===== config.mk =====
export PLATFORM = sky130hd
export DESIGN_NAME = pcie_rb_ptr_ctrl
export DESIGN_NICKNAME = d
export VERILOG_FILES = /design/src/rtl/pcie_rb_ptr_ctrl.sv
export SDC_FILE = /design/constraint.sdc
export NUM_CORES = 1
export LEC_CHECK = 0
export ABC_AREA = 1
export ABC_CLOCK_PERIOD_IN_PS = 9100
export BUFFER_PORTS_ARGS = -buffer_cell sky130_fd_sc_hd__buf_2
export CAP_MARGIN = 20
export CORE_UTILIZATION = 64
export CTS_CLUSTER_DIAMETER = 150
export DETAILED_ROUTE_END_ITERATION = 6
export PLACE_DENSITY_LB_ADDON = 0.12
export SKIP_CTS_REPAIR_TIMING = 1
export SLEW_MARGIN = 20
export SYNTH_ARGS = -nofsm -noshare
export SYNTH_HDL_FRONTEND = slang
export SYNTH_SLANG_ARGS = --single-unit

===== constraint.sdc =====
create_clock -name clk -period 9.1 [get_ports clk]
set_clock_uncertainty 0.2 [all_clocks]
set_input_delay 0.455 -clock clk [delete_from_list [all_inputs] [get_ports clk]]
set_output_delay 0.455 -clock clk [all_outputs]
set_load 0.005 [all_outputs]

===== src/rtl/pcie_rb_ptr_ctrl.sv =====
// Ring-buffer pointer manager for the PCIe PDU ring: tracks the writer/host pointers,
// derives fill level and almost-full, flags errors and publishes a rate-limited doorbell.
module pcie_rb_ptr_ctrl #(
  parameter int PDU_AWIDTH   = 12,
  parameter int AF_MARGIN    = 32,
  parameter int DOORBELL_GAP = 16
) (
  input  logic                  clk,
  input  logic                  rst,
  input  logic                  pcie_rb_update_valid,
  input  logic [PDU_AWIDTH-1:0] pcie_rb_update_size,
  output logic [PDU_AWIDTH-1:0] pcie_rb_wr_base_addr,
  output logic                  pcie_rb_almost_full,
  input  logic                  host_rd_ptr_valid,
  input  logic [PDU_AWIDTH-1:0] host_rd_ptr,
  input  logic                  ring_clear,
  output logic                  doorbell_valid,
  output logic [PDU_AWIDTH-1:0] doorbell_wr_ptr,
  output logic [PDU_AWIDTH-1:0] fill_level,
  output logic                  overrun_err,
  output logic                  rd_ptr_err
);

  localparam logic [PDU_AWIDTH-1:0] CAP        = '1;
  localparam logic [PDU_AWIDTH:0]   AF_LIMIT   = (PDU_AWIDTH+1)'(AF_MARGIN);
  localparam logic [15:0]           GAP_RELOAD = 16'(DOORBELL_GAP - 1);

  logic [PDU_AWIDTH-1:0] r_wr_ptr;
  logic [PDU_AWIDTH-1:0] r_rd_ptr;
  logic [PDU_AWIDTH-1:0] r_fill_level;
  logic                  r_almost_full;
  logic                  r_doorbell_valid;
  logic [PDU_AWIDTH-1:0] r_doorbell_wr_ptr;
  logic [15:0]           r_gap_cnt;
  logic                  r_dirty;
  logic                  r_overrun_err;
  logic                  r_rd_ptr_err;

  logic [PDU_AWIDTH-1:0] w_used;
  logic [PDU_AWIDTH-1:0] w_free;
  logic [PDU_AWIDTH-1:0] w_host_dist;
  logic                  w_update;
  logic                  w_host_ok;
  logic                  w_pulse;
  logic                  w_overrun;

  // All ring arithmetic is modulo 2^PDU_AWIDTH; natural truncation does the wrap.
  always_comb begin
    w_used      = r_wr_ptr - r_rd_ptr;
    w_free      = CAP - w_used;
    w_host_dist = r_wr_ptr - host_rd_ptr;
    w_update    = pcie_rb_update_valid && (pcie_rb_update_size != '0);
    // Host may only retire data the writer has produced: its distance behind wr must not grow.
    w_host_ok   = (w_host_dist <= w_used);
    w_pulse     = r_dirty && (r_gap_cnt == '0);
    w_overrun   = w_update && (pcie_rb_update_size > w_free);
  end

  always_ff @(posedge clk or posedge rst) begin
    if (rst) begin
      r_wr_ptr          <= '0;
      r_rd_ptr          <= '0;
      r_fill_level      <= '0;
      r_almost_full     <= 1'b0;
      r_doorbell_valid  <= 1'b0;
      r_doorbell_wr_ptr <= '0;
      r_gap_cnt         <= '0;
      r_dirty           <= 1'b0;
      r_overrun_err     <= 1'b0;
      r_rd_ptr_err      <= 1'b0;
    end else begin
      // Derived status always tracks the pointers one cycle behind, including across a clear.
      r_fill_level  <= w_used;
      r_almost_full <= ({1'b0, w_free} < AF_LIMIT);

      if (ring_clear) begin
        r_wr_ptr         <= '0;
        r_rd_ptr         <= '0;
        r_dirty          <= 1'b0;
        r_gap_cnt        <= '0;
        r_overrun_err    <= 1'b0;
        r_rd_ptr_err     <= 1'b0;
        r_doorbell_valid <= 1'b0;
      end else begin
        r_doorbell_valid <= w_pulse;
        if (w_pulse) begin
          r_doorbell_wr_ptr <= r_wr_ptr;
          r_gap_cnt         <= GAP_RELOAD;
        end else if (r_gap_cnt != '0) begin
          r_gap_cnt <= r_gap_cnt - 16'd1;
        end

        // An update landing in the pulse cycle must survive to the next pulse.
        if (w_update) begin
          r_wr_ptr <= r_wr_ptr + pcie_rb_update_size;
          r_dirty  <= 1'b1;
        end else if (w_pulse) begin
          r_dirty <= 1'b0;
        end

        if (w_overrun) begin
          r_overrun_err <= 1'b1;
        end

        if (host_rd_ptr_valid) begin
          if (w_host_ok) begin
            r_rd_ptr <= host_rd_ptr;
          end else begin
            r_rd_ptr_err <= 1'b1;
          end
        end
      end
    end
  end

  assign pcie_rb_wr_base_addr = r_wr_ptr;
  assign pcie_rb_almost_full  = r_almost_full;
  assign doorbell_valid       = r_doorbell_valid;
  assign doorbell_wr_ptr      = r_doorbell_wr_ptr;
  assign fill_level           = r_fill_level;
  assign overrun_err          = r_overrun_err;
  assign rd_ptr_err           = r_rd_ptr_err;

endmodule


==> results of run 1 <==
==> layer usage <==
layer	wire (um)	GRT usage, %	vias up	share of wire, %
met1	6055	45.79	2291	43
met4	444	14.49	0	3.2
met2	6494	56.37	231	46
met3	977	4.516	44	7.0
met5	0	0	-	0
li1	-	-	2464	-
==> layout by cell type, fill, tap and decap left out, drive strengths merged, types with 2 or more instances in the layout <==
cell type	count
a211oi	2
a21oi	39
a31oi	2
buf	70
clkbuf	12
clkinvlp	2
dfrtp	69
fa	3
ha	58
inv	119
nand2	193
nand3	42
nand3b	3
nand4	25
nor2	52
nor3	9
nor4	8
o211ai	4
o21a	3
o21ai	29
o21bai	4
o22ai	4
or2	3
xnor2	14
xor2	14
==> power groups by stage <==
stage	registers, mW	clock network (mW)	logic, mW
3_3_place_gp	0.505	0	1.33
5_1_grt	0.514	0.294	1.63
6_report	0.504	0.278	1.43
3_5_place_dp	0.508	0	1.39
2_1_floorplan	0.492	0	1.05
4_1_cts	0.503	0.281	1.41
==> tightest hold or removal path, cell delays in order <==
cell	delay, ns
buf_2	0.10
inv_2	0.04
buf_4	0.67
==> flip-flops by register name, indices dropped and copies added (netlist names) <==
register,count
pcie_rb_almost_full,1
overrun_err,1
pcie_rb_wr_base_addr,12
doorbell_wr_ptr,12
r_rd_ptr,12
fill_level,12
r_gap_cnt,16
rd_ptr_err,1
r_dirty,1
doorbell_valid,1
==> cell families after synthesis <==
family	count (synthesis)	synth area share (%)
xor+xnor	28	4.647
flops	69	32.72
fa+ha+maj	61	14.89
compound gates	89	9.934
buf+inv	127	9.388
simple gates	337	28.43
==> layout make-up <==
class,instances,share of cell area [%]
clock inverters,4,0.9077
inverters,118,7.473
clock buffers,12,2.787
flip-flops and latches,69,29.13
repair buffers,70,5.995
well taps,102,2.153
multi-input cells,515,51.55
==> final timing paths <==
check	slack, ns	start	to	cells past startpoint
setup / recovery	5.34	pcie_rb_wr_base_addr[1]	r_rd_ptr[8]	15
hold / removal	0.15	rst	r_gap_cnt[15]	3
setup reg to reg	5.34	pcie_rb_wr_base_addr[1]	r_rd_ptr[8]	15
hold reg to reg	0.28	r_rd_ptr[3]	r_rd_ptr[3]	2
max in group asynchronous	7.97	rst	r_rd_ptr[3]	3
min in group clk	0.15	host_rd_ptr[5]	r_rd_ptr[5]	3
==> stage by stage <==
step	cell area, sq um	setup slack (ns)
after floorplan	5278	6.179
after global placement	5708	5.579
after detailed placement	5708	5.498
after CTS	5927	5.418
after global routing	5927	5.103
final	5927	5.341
==> reports/metrics.yaml, run 1 <==
timing:
  rsz0062_at_grt: "no"
  timing.hold.ws_ns: 0.1540
  setup_tns_ns: 0
  finalMaxSlewViolations: 0
  post-route-period-util_pct: 41.31
  slew_headroom_pct: 40.84
  hold_viol_final: 0
  worst_pin_slew_ns: 0.8874
  finalCriticalPeriod_ns: 3.759
  fmax_ghz: 0.2660
  setup_viol: 0
global_routing:
  grt_max_degree: 70
  grt_pass1_vias: 4772
  grt-ovfl-total: 0
  grt_usage_pct: 34.44
  antenna_found_initial: 0
  grt_pass1_wl_um: 22950
placed_design:
  hpwl_um: 10920
  place_congestion: 0.9295
  place_inst: 874
  place.port_buffers: 68
power:
  p_sw_mw: 1.117
  finalPower_mw: 2.213
  pwr-share-seq_pct: 22.8
  p_leak_nw: 3.372
  vdd_ir_drop_max_mv: 0.2365
  p_clk_share_pct: 12.6
  power_frac_comb_pct: 64.7
  power_density_nw_per_um2: 373.4
  internal-power_mw: 1.096
  swShare_pct: 50.49
synthesis:
  syn_area_per_cell_sq_um: 7.423
  synth.most_common_cell: "nand2_1"
  synth_ff_type: "dfrtp_1"
  synth-edff-count: 0
  synth.distinct_cells: 38
  yosysTopAreaCell: "dfrtp_1"
  synth.yosys.warnings: 0
  yosys-top-cells-count: "186 x nand2_1, 115 x inv_1, 69 x dfrtp_1"
  syn_nets: 801
  ys_seq_area_share_pct: 32.72
  ys_ff_latch: 69
  synthesis.area_sq_um: 5278
  synth_top_area_share_pct: 32.72
  synthArstFlopShare_pct: 100.0
  ys_top_cells_by_area: "dfrtp_1 33%, ha_1 14%, nand2_1 13%"
  synth_cells: 711
floorplanning:
  pin_count: 69
  dieHeight_um: 92.81
  fp.coreArea_sq_um: 7848
  die-area_sq_um: 8614
  die_w_um: 92.81
  initial_core_util_pct: 67.25
  rows: 32
critical_path:
  path_common_cell: "nand2_1"
  crit_arrival_ns: 3.80
  worstPathCellList: "inv_1 > fa_1 > inv_1 > nand3_1 > nand2_1 > xor2_1 > inv_1 > ha_1 > nand4_1 > nor3_1 > nand2_1 > nand3_1 > nand2_1 > nand2_1 > nand2_1"
  worst_path_max_delay_cell: "dfrtp_1"
  startpoint_type: "flop"
  critPathRequiredTime_ns: 9.15
  path_max_fanout: 12
  endpoint_kind: "flop"
  critPathTopFamily: "simple AND/OR/NAND/NOR gates"
  worstSetupPathType: "flop to flop"
  cp_slowest_stage_delay_ns: 0.52
  path_buf_inv: 3
route:
  post_drt_wl_per_cell_um: 15.70
  drtIter0Drc: 334
  ant_nets: 0
  drc: 0
  first_pass_iters: 5
  vias: 5030
  viasPerCell: 5.652
  wl_um: 13970
cells_and_area:
  regArea_sq_um: 1727
  antenna_cells: 0
  final_cells: 890
  drive_above_1_share_pct: 14.47
  fillers: 614
  multi_input_area_sq_um: 3055
  flow.area_growth_from_synthesis_pct: 12.30
  nets: 873
  final_util_pct: 75.53
clocking:
  numCtsBuffers: 9
  h-tree-depth: 3
  clkTransAtPathRegs_ns: 0.08
  clk_latency_ns: 0.36
  cts_max_path_buffers: 2
  clock_sinks: 69
  cts_root_buffer: "clkbuf_8"
  cts_tree: "yes"
run:
  cap_violations: 0
outcome:
  status: "finished clean"
min_path:
  hold_path_class: "primary input to asynchronous set/reset pin"
Note: power is estimated with default switching activity, not from simulation.
==> run 2: changes to the inputs <==
Settings changed: ABC_CLOCK_PERIOD_IN_PS 9100 to 3900, CORE_UTILIZATION 64 to 59.
Clock period 9.1 ns to 3.9 ns, I/O delays scaled along.
==> run 2 against run 1 <==
  * Maximum frequency up 4.3%
  * Routed wire length up 2.1%
  * Critical endpoint is now r_rd_ptr[0]
  * Final cell count up 2.2%
  * Critical path type unchanged
  * Critical path depth up 1
  * Power up 140%
  * Core utilization down 5.4 points
==> reports/metrics.yaml, run 2 (same netlist as run 1, synthesis figures left out) <==
power:
  vdd_ir_drop_max_mv: 0.5535  # +130%
  p_clk_share_pct: 12.8  # +0.2 points
  p_sw_mw: 2.629  # +140%
  power_frac_comb_pct: 64.8  # about the same
  pwr-share-seq_pct: 22.4  # -0.4 points
  power_density_nw_per_um2: 860.3  # +130%
  swShare_pct: 50.26  # -0.24 points
  internal-power_mw: 2.603  # +140%
  p_leak_nw: 3.437  # +1.9%
global_routing:
  grt_pass1_wl_um: 22610  # -1.5%
  antenna_found_initial: 0  # unchanged
  grt_pass1_vias: 4756  # -0.34%
  grt_usage_pct: 32.26  # -2.2 points
  grt_max_degree: 54  # -23%
  grt-ovfl-total: 0  # unchanged
min_path:
  hold_path_class: "primary input to flop"
  hold_depth: 4
  hold_path.startpoint: "pcie_rb_update_size[0]"
  whs_endpoint: "pcie_rb_wr_base_addr[0]"
outcome:
  status: "finished clean"
cells_and_area:
  antenna_cells: 0  # unchanged
  nets: 887  # +1.6%
  largest_reg_flops: 16  # unchanged
  flow.area_growth_from_synthesis_pct: 15.24
  final_cells: 910  # +2.2%
  layout_common_cells: "185 x nand2_1, 114 x inv_1, 68 x dfrtp_1, 68 x buf_2, 58 x ha_1"
  drive_above_1_share_pct: 14.59  # +0.12 points
  fin_area_sq_um: 6082  # +2.6%
  fillers: 755  # +23%
  largest_register: "r_gap_cnt"
  layout_commonest_cell: "nand2_1"
placed_design:
  dpl-instance-area_sq_um: 5723  # +0.26%
  place.port_buffers: 68  # unchanged
  pre_cts_slack_ns: 0.3819  # -5.116 ns
  place_inst: 881  # +0.80%
  hpwl_um: 10930  # +0.14%
  place_congestion: 0.9478  # +2.0%
route:
  wl_um: 14260  # +2.1%
  drc: 0  # unchanged
  vias: 5010  # -0.40%
  drtIter0Drc: 268  # -20%
  post_drt_wl_per_cell_um: 15.67  # -0.15%
  ant_nets: 0  # unchanged
  first_pass_iters: 5  # unchanged
  viasPerCell: 5.505  # -2.6%
timing:
  slew_headroom_pct: 36.86  # -4.0 points
  rsz0062_at_grt: "no"
  fin_ws_ns: 0.2959  # -5.045 ns
  setup_viol: 0  # unchanged
  hold_viol_final: 0  # unchanged
  timing.hold.ws_ns: 0.02640  # -0.1275 ns
  setup_tns_ns: 0  # unchanged
  fmax_ghz: 0.2775  # +4.3%
  finalCriticalPeriod_ns: 3.604  # -0.1551 ns
  worst_pin_slew_ns: 0.9471  # +0.05973 ns
  post-route-period-util_pct: 92.41  # +51 points
  finalMaxSlewViolations: 0  # unchanged
critical_path:
  rr_endpoint: "r_rd_ptr[0]"
  crit_arrival_ns: 3.65  # -0.15 ns
  path_max_fanout: 12  # unchanged
  startpoint_type: "flop"
  rrSetupSlack_ns: 0.30  # -5.04 ns
  endpoint_kind: "flop"
  reg2regPathDepth: 16  # +1
  critPathRequiredTime_ns: 3.94  # -5.21 ns
  worstSetupPathType: "flop to flop"
  rr_startpoint: "pcie_rb_wr_base_addr[0]"
floorplanning:
  initial_core_util_pct: 60.81  # -6.4 points
  die-area_sq_um: 9328  # +8.3%
  fp.coreArea_sq_um: 8678  # +11%
  rows: 34  # +6.3%
  dieHeight_um: 96.58  # +4.1%
  die_w_um: 96.58  # +4.1%
  pin_count: 69  # unchanged
clocking:
  clock_sinks: 69  # unchanged
  numCtsBuffers: 9  # unchanged
  cts_root_buffer: "clkbuf_8"
  cts_max_path_buffers: 2  # unchanged
  clk_latency_ns: 0.35  # about the same
  cts_tree: "yes"
  h-tree-depth: 3  # unchanged
  clkTransAtPathRegs_ns: 0.08  # about the same
run:
  cap_violations: 0  # unchanged
[run 2: layout make-up]
type | count | area (sq um) | area share, %
flip-flops and latches | 69 | 1728 | 28.41
well taps | 108 | 135.1 | 2.222
multi-input cells | 515 | 3058 | 50.28
clock inverters | 6 | 86.33 | 1.419
repair buffers | 84 | 493.0 | 8.105
inverters | 118 | 444.2 | 7.303
clock buffers | 10 | 137.6 | 2.263
[run 2: worst max-delay path, cell delays in order (launching register included)]
cell	delay (ns)
dfrtp_1	0.38
inv_1	0.14
ha_1	0.26
fa_1	0.41
inv_1	0.13
nand3_1	0.08
nand2_1	0.12
xor2_1	0.30
inv_1	0.09
ha_1	0.29
nand4_1	0.14
nor3_1	0.24
nand2_1	0.15
nand3_1	0.11
nand2_1	0.25
nand2_1	0.15
nand2_1	0.06
[run 2: through the flow]
step / util, % / power [mW]
after global routing: 70.08 / 5.770
after CTS: 68.53 / 5.177
after global placement: 65.95 / 4.334
final: 70.08 / 5.232
after floorplan: - / 3.590
after detailed placement: 65.95 / 4.465
[run 2: worst max path at each step]
stage | startpoint | to | slack [ns]
4_1_cts | pcie_rb_wr_base_addr[1] | r_rd_ptr[0] | 0.31
3_3_place_gp | pcie_rb_wr_base_addr[1] | r_rd_ptr[0] | 0.36
5_1_grt | pcie_rb_wr_base_addr[0] | r_rd_ptr[7] | 0.04
2_1_floorplan | pcie_rb_wr_base_addr[0] | r_rd_ptr[0] | 0.98
6_report | pcie_rb_wr_base_addr[0] | r_rd_ptr[0] | 0.30
3_5_place_dp | pcie_rb_wr_base_addr[1] | r_rd_ptr[0] | 0.38
[run 2: per-layer routing]
metal	routed length [um]	vias to the layer above	global-route usage, %
li1	-	2483	-
met1	6142	2301	40.36
met2	6757	184	54.11
met3	792	42	4.930
met4	569	0	15.93
met5	0	-	0
[run 2: power by group through the flow]
stage | Sequential (mW) | Clock (mW) | Combinational, mW
after detailed placement | 1.18 | 0 | 3.29
after global placement | 1.18 | 0 | 3.16
final | 1.17 | 0.669 | 3.39
after CTS | 1.17 | 0.677 | 3.33
after global routing | 1.21 | 0.700 | 3.86
after floorplan | 1.15 | 0 | 2.44
==> run 3: changes to the inputs <==
Settings changed: CORE_UTILIZATION 59 to 40.
==> run 3 against run 2 <==
  * The run now ends with negative hold slack left
  * Core utilization decreased by 21 points
  * Clock-buffer cell count is 1 higher
  * Combinational power is essentially flat
  * Routed wire length increased by 2.9%
  * Final area grew 3.1%
  * Highest routed layer unchanged
  * Largest power group unchanged
==> reports/metrics.yaml, run 3 (same netlist as run 1, synthesis figures left out) <==
floorplanning:
  fp.coreArea_sq_um: 12720  # +47%
  initial_core_util_pct: 41.48  # -19 points
  dieHeight_um: 116.9  # +21%
  pin_count: 69  # unchanged
  rows: 41  # +21%
  die_w_um: 116.9  # +21%
  die-area_sq_um: 13660  # +46%
outcome:
  failed_checks: "negative hold slack"
  status: "complete, but fails checks"
cells_and_area:
  fillers: 1315  # +74%
  fin_area_sq_um: 6274  # +3.1%
  layout_commonest_cell: "nand2_1"
  final_util_pct: 49.31  # -21 points
  nets: 887  # unchanged
  multi_input_area_sq_um: 3068  # +0.33%
  largest_register: "r_gap_cnt"
  layout_common_cells: "184 x nand2_1, 114 x inv_1, 69 x dfrtp_1"
  regArea_sq_um: 1727  # about the same
  antenna_cells: 0  # unchanged
  largest_reg_flops: 16  # unchanged
  flow.area_growth_from_synthesis_pct: 18.87
  drive_above_1_share_pct: 14.48  # -0.11 points
timing:
  slew_headroom_pct: 70.49  # +34 points
  setup_tns_ns: 0  # unchanged
  worst_pin_slew_ns: 0.4415  # -0.5057 ns
  finalMaxSlewViolations: 0  # unchanged
  post-route-period-util_pct: 90.83  # -1.6 points
  finalCriticalPeriod_ns: 3.542  # -0.06179 ns
  fmax_ghz: 0.2823  # +1.7%
  timing.hold.ws_ns: -0.01633  # -0.04273 ns
  setup_viol: 0  # unchanged
  rsz0062_at_grt: "no"
  hold_viol_final: 2  # +2
critical_path:
  worst_path_max_delay_cell: "dfrtp_1"
  startpoint_type: "flop"
  path_common_cell: "nand2_1"
  critPathTopFamily: "simple AND/OR/NAND/NOR gates"
  worstPathCellList: "inv_1 > fa_1 > inv_1 > nand3_1 > nand2_1 > xor2_2 > inv_1 > ha_1 > nand4_1 > nor3_1 > nand2_1 > nand3_1 > nand2_2 > nand2_1 > nand2_1"
  path_buf_inv: 3  # unchanged
  critPathRequiredTime_ns: 3.93  # about the same
  worstSetupPathType: "flop to flop"
  path_max_fanout: 12  # unchanged
  cp_slowest_stage_delay_ns: 0.51  # +0.10 ns
  endpoint_kind: "flop"
  crit_arrival_ns: 3.58  # -0.07 ns
power:
  vdd_ir_drop_max_mv: 0.4017  # -27%
  power_density_nw_per_um2: 873.6  # +1.6%
  p_leak_nw: 3.484  # +1.4%
  finalPower_mw: 5.481  # +4.7%
placed_design:
  place_congestion: 0.8854  # -6.6%
  dpl-instance-area_sq_um: 5816  # +1.6%
  hpwl_um: 11510  # +5.2%
  place.port_buffers: 68  # unchanged
run:
  cap_violations: 0  # unchanged
route:
  wl_um: 14670  # +2.9%
  ant_nets: 0  # unchanged
  vias: 4861  # -3.0%
  drtIter0Drc: 282  # +5.2%
  post_drt_wl_per_cell_um: 15.08  # -3.8%
  viasPerCell: 4.996  # -9.3%
  drc: 0  # unchanged
  first_pass_iters: 5  # unchanged
clocking:
  h-tree-depth: 3  # unchanged
  clock_sinks: 69  # unchanged
  cts_max_path_buffers: 2  # unchanged
  clk_latency_ns: 0.35  # about the same
  cts_root_buffer: "clkbuf_16"
  cts_tree: "yes"
  clkTransAtPathRegs_ns: 0.06  # -0.02 ns
  numCtsBuffers: 9  # unchanged
global_routing:
  grt_usage_pct: 23.00  # -9.3 points
  grt_pass1_wl_um: 23250  # +2.8%
  antenna_found_initial: 0  # unchanged
  grt_pass1_vias: 4579  # -3.7%
  grt_max_degree: 70  # +30%
  grt-ovfl-total: 0  # unchanged
min_path:
  hold_path_class: "primary input to flop"
run 3: final cells by class:
class                           instances  share of cell area, %
Inverter                              118                  7.060
Clock inverter                          4                  1.157
Tap cell                              172                  3.430
Timing Repair Buffer                   84                  8.057
Clock buffer                           11                  3.869
Multi-Input combinational cell        515                  48.90
Sequential cell                        69                  27.52
run 3: layer usage:
metal	up-vias	GRT usage, %	wire (um)
li1	2491	-	-
met1	2245	29.33	6723
met2	104	38.62	7061
met3	21	4.480	567
met4	0	8.692	321
met5	-	0	0
run 3: report_power, final:
group,leakage (nW),internal [mW],switching [mW]
clock network,0.152,0.573,0.317
logic,2.42,1.24,2.18
registers,0.910,0.987,0.185
run 3: worst reg2reg max path, stage by stage, from the launching register on:
cell	delay, ns
dfrtp_1	0.51
inv_1	0.22
fa_1	0.49
inv_1	0.13
nand3_1	0.08
nand2_1	0.14
xor2_2	0.25
inv_1	0.07
ha_1	0.28
nand4_1	0.15
nor3_1	0.28
nand2_1	0.16
nand3_1	0.13
nand2_2	0.17
nand2_1	0.11
nand2_1	0.06
run 3: stage by stage:
stage	std cells	worst slack [ns]	hold WS (ns)
final	973	0.3577	-0.01633
after CTS	960	0.1446	-0.2613
after global routing	973	0.06059	0.008821
after floorplan	711	0.9794	0.1442
after global placement	945	0.1425	0.1059
after detailed placement	945	0.1713	0.1095
run 3: worst paths after layout:
check | from | end | slack, ns | cells past startpoint
setup / recovery | pcie_rb_wr_base_addr[1] | r_rd_ptr[10] | 0.36 | 15
hold / removal | ring_clear | rd_ptr_err | -0.02 | 2
setup reg to reg | pcie_rb_wr_base_addr[1] | r_rd_ptr[10] | 0.36 | 15
hold reg to reg | r_rd_ptr[4] | r_rd_ptr[4] | 0.27 | 2
max in group asynchronous | rst | doorbell_wr_ptr[4] | 2.92 | 4
min in group asynchronous | rst | r_gap_cnt[3] | 0.28 | 4
